### src/rtl/mc_controller.sv
// Multi-cycle control FSM: fetch/decode/exec/mem/writeback sequencing, strobe decode,
// immediate-format select and retired-instruction counter.
module mc_controller (
  input  logic        clk,
  input  logic        rstn,
  output logic        ireq,
  input  logic        iack,
  input  logic [31:0] irdata,
  output logic [31:0] instout,
  output logic [2:0]  imgsel,
  output logic        dmreq,
  input  logic        dmack,
  output logic        memread,
  output logic        memwrite,
  output logic        regwrite,
  output logic [1:0]  wbsel,
  input  logic        brtaken,
  output logic        pcwrite,
  output logic [1:0]  pcsel,
  output logic        retire,
  output logic [31:0] instret,
  output logic [2:0]  state,
  output logic        err
);

  localparam logic [2:0] StFetch  = 3'b000;
  localparam logic [2:0] StDecode = 3'b001;
  localparam logic [2:0] StExec   = 3'b010;
  localparam logic [2:0] StMem    = 3'b011;
  localparam logic [2:0] StWb     = 3'b100;
  localparam logic [2:0] StErr    = 3'b111;

  localparam logic [6:0] OpImm    = 7'b0010011;
  localparam logic [6:0] OpLoad   = 7'b0000011;
  localparam logic [6:0] OpJalr   = 7'b1100111;
  localparam logic [6:0] OpStore  = 7'b0100011;
  localparam logic [6:0] OpBranch = 7'b1100011;
  localparam logic [6:0] OpLui    = 7'b0110111;
  localparam logic [6:0] OpAuipc  = 7'b0010111;
  localparam logic [6:0] OpJal    = 7'b1101111;
  localparam logic [6:0] OpReg    = 7'b0110011;

  logic [2:0]  state_q, state_d;
  logic [31:0] ir_q;
  logic [2:0]  imgsel_q, imgsel_d;
  logic [31:0] instret_q;
  logic        err_q;

  logic [6:0]  opcode;
  logic        is_load, is_store, is_branch, is_jal, is_jalr;
  logic        legal;
  logic [2:0]  imm_fmt;
  logic        store_done;

  assign opcode    = ir_q[6:0];
  assign is_load   = (opcode == OpLoad);
  assign is_store  = (opcode == OpStore);
  assign is_branch = (opcode == OpBranch);
  assign is_jal    = (opcode == OpJal);
  assign is_jalr   = (opcode == OpJalr);

  always_comb begin
    imm_fmt = 3'b000;
    legal   = 1'b1;
    case (opcode)
      OpImm, OpLoad, OpJalr, OpReg: imm_fmt = 3'b000;
      OpStore:                      imm_fmt = 3'b001;
      OpBranch:                     imm_fmt = 3'b010;
      OpLui, OpAuipc:               imm_fmt = 3'b011;
      OpJal:                        imm_fmt = 3'b100;
      default:                      legal   = 1'b0;
    endcase
  end

  always_comb begin
    state_d  = state_q;
    imgsel_d = imgsel_q;
    case (state_q)
      StFetch:  if (iack) state_d = StDecode;
      StDecode: begin
        if (legal) begin
          state_d  = StExec;
          imgsel_d = imm_fmt;
        end else begin
          state_d = StErr;
        end
      end
      StExec: begin
        if (is_load || is_store) state_d = StMem;
        else if (is_branch)      state_d = StFetch;
        else                     state_d = StWb;
      end
      StMem:    if (dmack) state_d = is_load ? StWb : StFetch;
      StWb:     state_d = StFetch;
      // Unused encodings are treated as a fault, same as an illegal opcode.
      default:  state_d = StErr;
    endcase
  end

  // Store completion is the only strobe allowed to follow dmack combinationally.
  assign store_done = (state_q == StMem) && dmack && is_store;

  always_comb begin
    ireq     = rstn && (state_q == StFetch);
    dmreq    = (state_q == StMem);
    memread  = dmreq && is_load;
    memwrite = dmreq && is_store;
    regwrite = (state_q == StWb);
    retire   = ((state_q == StExec) && is_branch) || store_done || (state_q == StWb);
    pcwrite  = retire;
    pcsel    = 2'b00;
    wbsel    = 2'b00;
    if ((state_q == StExec) && is_branch) begin
      pcsel = {1'b0, brtaken};
    end else if (state_q == StWb) begin
      if (is_jal)       pcsel = 2'b01;
      else if (is_jalr) pcsel = 2'b10;
      if (is_load)                wbsel = 2'b01;
      else if (is_jal || is_jalr) wbsel = 2'b10;
    end
  end

  always_ff @(posedge clk or negedge rstn) begin
    if (!rstn) begin
      state_q   <= StFetch;
      ir_q      <= '0;
      imgsel_q  <= '0;
      instret_q <= '0;
      err_q     <= 1'b0;
    end else begin
      state_q  <= state_d;
      imgsel_q <= imgsel_d;
      if ((state_q == StFetch) && iack) ir_q <= irdata;
      if (retire) instret_q <= instret_q + 32'd1;
      if (state_d == StErr) err_q <= 1'b1;
    end
  end

  assign instout = ir_q;
  assign imgsel  = imgsel_q;
  assign instret = instret_q;
  assign state   = state_q;
  assign err     = err_q;

endmodule

### config.mk
export PLATFORM = sky130hd
export DESIGN_NAME = mc_controller
export DESIGN_NICKNAME = d
export VERILOG_FILES = /design/src/rtl/mc_controller.sv
export SDC_FILE = /design/constraint.sdc
export NUM_CORES = 1
export LEC_CHECK = 0
export CELL_PAD_IN_SITES_DETAIL_PLACEMENT = 2
export CELL_PAD_IN_SITES_GLOBAL_PLACEMENT = 2
export CORE_MARGIN = 3
export CORE_UTILIZATION = 42
export DETAILED_ROUTE_END_ITERATION = 6
export DONT_BUFFER_PORTS = 1
export PLACE_DENSITY_LB_ADDON = 0.1
export SLEW_MARGIN = 10
export SYNTH_ARGS = -nofsm -noshare
export SYNTH_HDL_FRONTEND = slang
export SYNTH_SLANG_ARGS = --single-unit
### constraint.sdc
create_clock -name clk -period 4.9 [get_ports clk]
set_input_delay 0.98 -clock clk [delete_from_list [all_inputs] [get_ports clk]]
set_output_delay 0.98 -clock clk [all_outputs]
set_load 0.005 [all_outputs]
==> out/metrics.cfg <==
[timing]
post-route-period-util_pct=64.3
hold_viol_final=0
fmax_mhz=317
report.final.slew_viol_count=0
timing.final.ws_setup_ps=1750
fin_crit_ps=3150
rsz0062_at_grt=false
final-setup-viol-count=0
tightest_slew_ps=724
setup-tns-final_ps=0
relSlewSlack_pct=51.3
clock_skew_ps=11.9

[worst_setup_path]
critPathMaxFanout=20
worstPathRequired_ps=3920
crit_type=reg2out
critPathArrivalTime_ps=2170
ff2ff_path_depth=6
cp-end-kind=primary output
cp-start-kind=flop

[logic_synthesis]
synth_area_leaders=dfrtp_1 54%, mux2_2 11%, xor2_1 5.1%
async_flop_share_pct=100
synth_warnings=0
ys_seq_area_share_pct=54.1
mappedNetlistArea_um2=3280
synth_edf_count=0
syn_area_per_cell_um2=11.8
synth_seq_cells=71
yosys.area.top_type=dfrtp_1
ys.flop_type=dfrtp_1
yosys.cell_types.count=39
synth_fp_nets=315
yosys.area.top_type_share_pct=54.1
syn_inst=277

[pwr]
p_sw_share_pct=21.7
p_int_mw=0.879
p_total_mw=1.12
irDropWorstVdd_mv=0.164
p_clk_share_pct=47.8
power.density_nw_per_um2=314
p_comb_share_pct=0
power.leakage_nw=1.49
power_frac_seq_pct=52.1
power_switching_mw=0.244

[place]
dp_slack_ps=1920
dp_hpwl_um=5790
io_buffers=0
place_congestion=0.704

[cts]
cts_tree=done
cts.repair.resized=0
root_buffer=clkbuf_8
numCtsBuffers=9
hold_buffers=0
cts.clk_slew.worst_paths_ps=80
post-cts-setup-buffers=0
numClockSinks=71
htreeDepth=3
insertion_delay_ps=350
clock_path_buffers=2

[route]
avgViaCountPerCell=5.72
wl_um=8100
drtAntennaViolNets=0
drt_iter0_markers=45
drc_errors=0
route.vias.total=2192
drtPass1Iterations=4
drt-wirelength-per-cell_um=21.1

[job]
cap_violations=0

[global_routing]
grt_max_degree=73
grt_pass1_wl_um=13200
grtUsageTotal_pct=19.4
grt-ovfl-total=0
first_global_vias=2419
antenna_found_initial=0

[finish]
antenna_cells=0
multi_input_area_um2=1410
drive_above_1_share_pct=22.5
fillerInstances=745
area_delta_synth_final_pct=9.00
seqCellArea_um2=1780
nNetsFinal=317

[floorplanning]
die_w_um=94.4
initial_core_util_pct=44.3
die-area_um2=8910
row_count=31
die_height_um=94.4
ios=119
core_area_um2=7410

[hold_path]
min_path_type=in2async

[run_status]
status=finished clean

layout make-up:
| type | instances | share of cell area [%] |
|---|---|---|
| sequential | 71 | 49.7 |
| clock inverter | 7 | 2.87 |
| clock buffer | 9 | 3.46 |
| inverter | 6 | 0.630 |
| tap | 99 | 3.46 |
| timing repair buffer | 2 | 0.420 |
| multi-input combinational | 189 | 39.5 |
per-layer routing:
layer  global-route usage (%)  vias to the layer above  wire (um)  part of all wire [%]
met5                        0                        -          0                     0
met4                     6.02                        0        119                   1.5
li1                         -                      990          -                     -
met2                     30.4                       71       4030                    50
met3                     7.17                       10        567                   7.0
met1                     25.1                     1121       3390                    42
logic make-up after synthesis:
family / synth area share [%]
and+or+nand+nor: 19.9
DFF: 54.1
muxes: 11.3
xor gates and xnor gates: 8.27
AOI/OAI and AO/OA: 3.20
buffers and inverters: 2.82
adders and majority gates: 0.381
state kept, by name, indices dropped and copies added, names as in the netlist:
register,count
err,1
imgsel,3
instout,32
instret,32
state,3
Yosys cell counts, drive strengths merged (3+ instances only):
cell type / n
mux2: 33
nand4: 11
nor4: 9
dfrtp: 71
buf: 9
nor4b: 3
xnor2: 12
nand2: 28
nor2: 8
and3: 4
nor3b: 4
xor2: 19
and2: 7
nand3: 13
nor3: 10
inv: 6
a21oi: 5
o21ai: 5
worst paths after layout:
kind	slack [ps]	endpoint	from
setup / recovery	1750	retire	instout[2]
hold / removal	320	imgsel[0]	rstn
setup reg to reg	2650	instret[1]	instout[2]
hold reg to reg	500	err	err
max in group asynchronous	4440	instret[8]	rstn
min in group clk	500	err	err
power by group through the flow:
stage | Sequential [mW] | Clock, mW | Combinational (mW)
final | 0.585 | 0.537 | 0.000427
after global routing | 0.585 | 0.577 | 0.000454
after CTS | 0.585 | 0.554 | 0.000433
after detailed placement | 0.597 | 0 | 0.000437
after global placement | 0.597 | 0 | 0.000445
after floorplan | 0.597 | 0 | 0.000417
cells in the final DEF (no fill, tap or decap), types with 4 or more instances in the layout:
cell type,instances
dfrtp_1,71
mux2_2,33
nand2_1,28
xor2_1,19
nand3_1,13
xnor2_1,12
nor3_1,10
nand4_1,10
clkbuf_8,9
nor2_1,8
and2_1,7
inv_1,6
nor4_2,6
o21ai_0,5
a21oi_1,4
and3_1,4
per-stage QoR:
step / instance area, um2 / instances / util, % / hold WS [ps]
floorplan: 3280 / 277 / - / 459
global placement: 3350 / 367 / 45.2 / 481
CTS: 3580 / 383 / 48.3 / 296
detailed placement: 3350 / 367 / 45.2 / 484
finish: 3580 / 383 / 48.3 / 318
global route: 3580 / 383 / 48.3 / 291
worst max-delay path, cell delays in order, from the launching register on:
cell	delay, ps
dfrtp_1	580
and4bb_2	320
a31oi_1	270
and2_1	170
buf_4	280
inv_1	200
No activity file was read; power rests on OpenSTA's default activity.
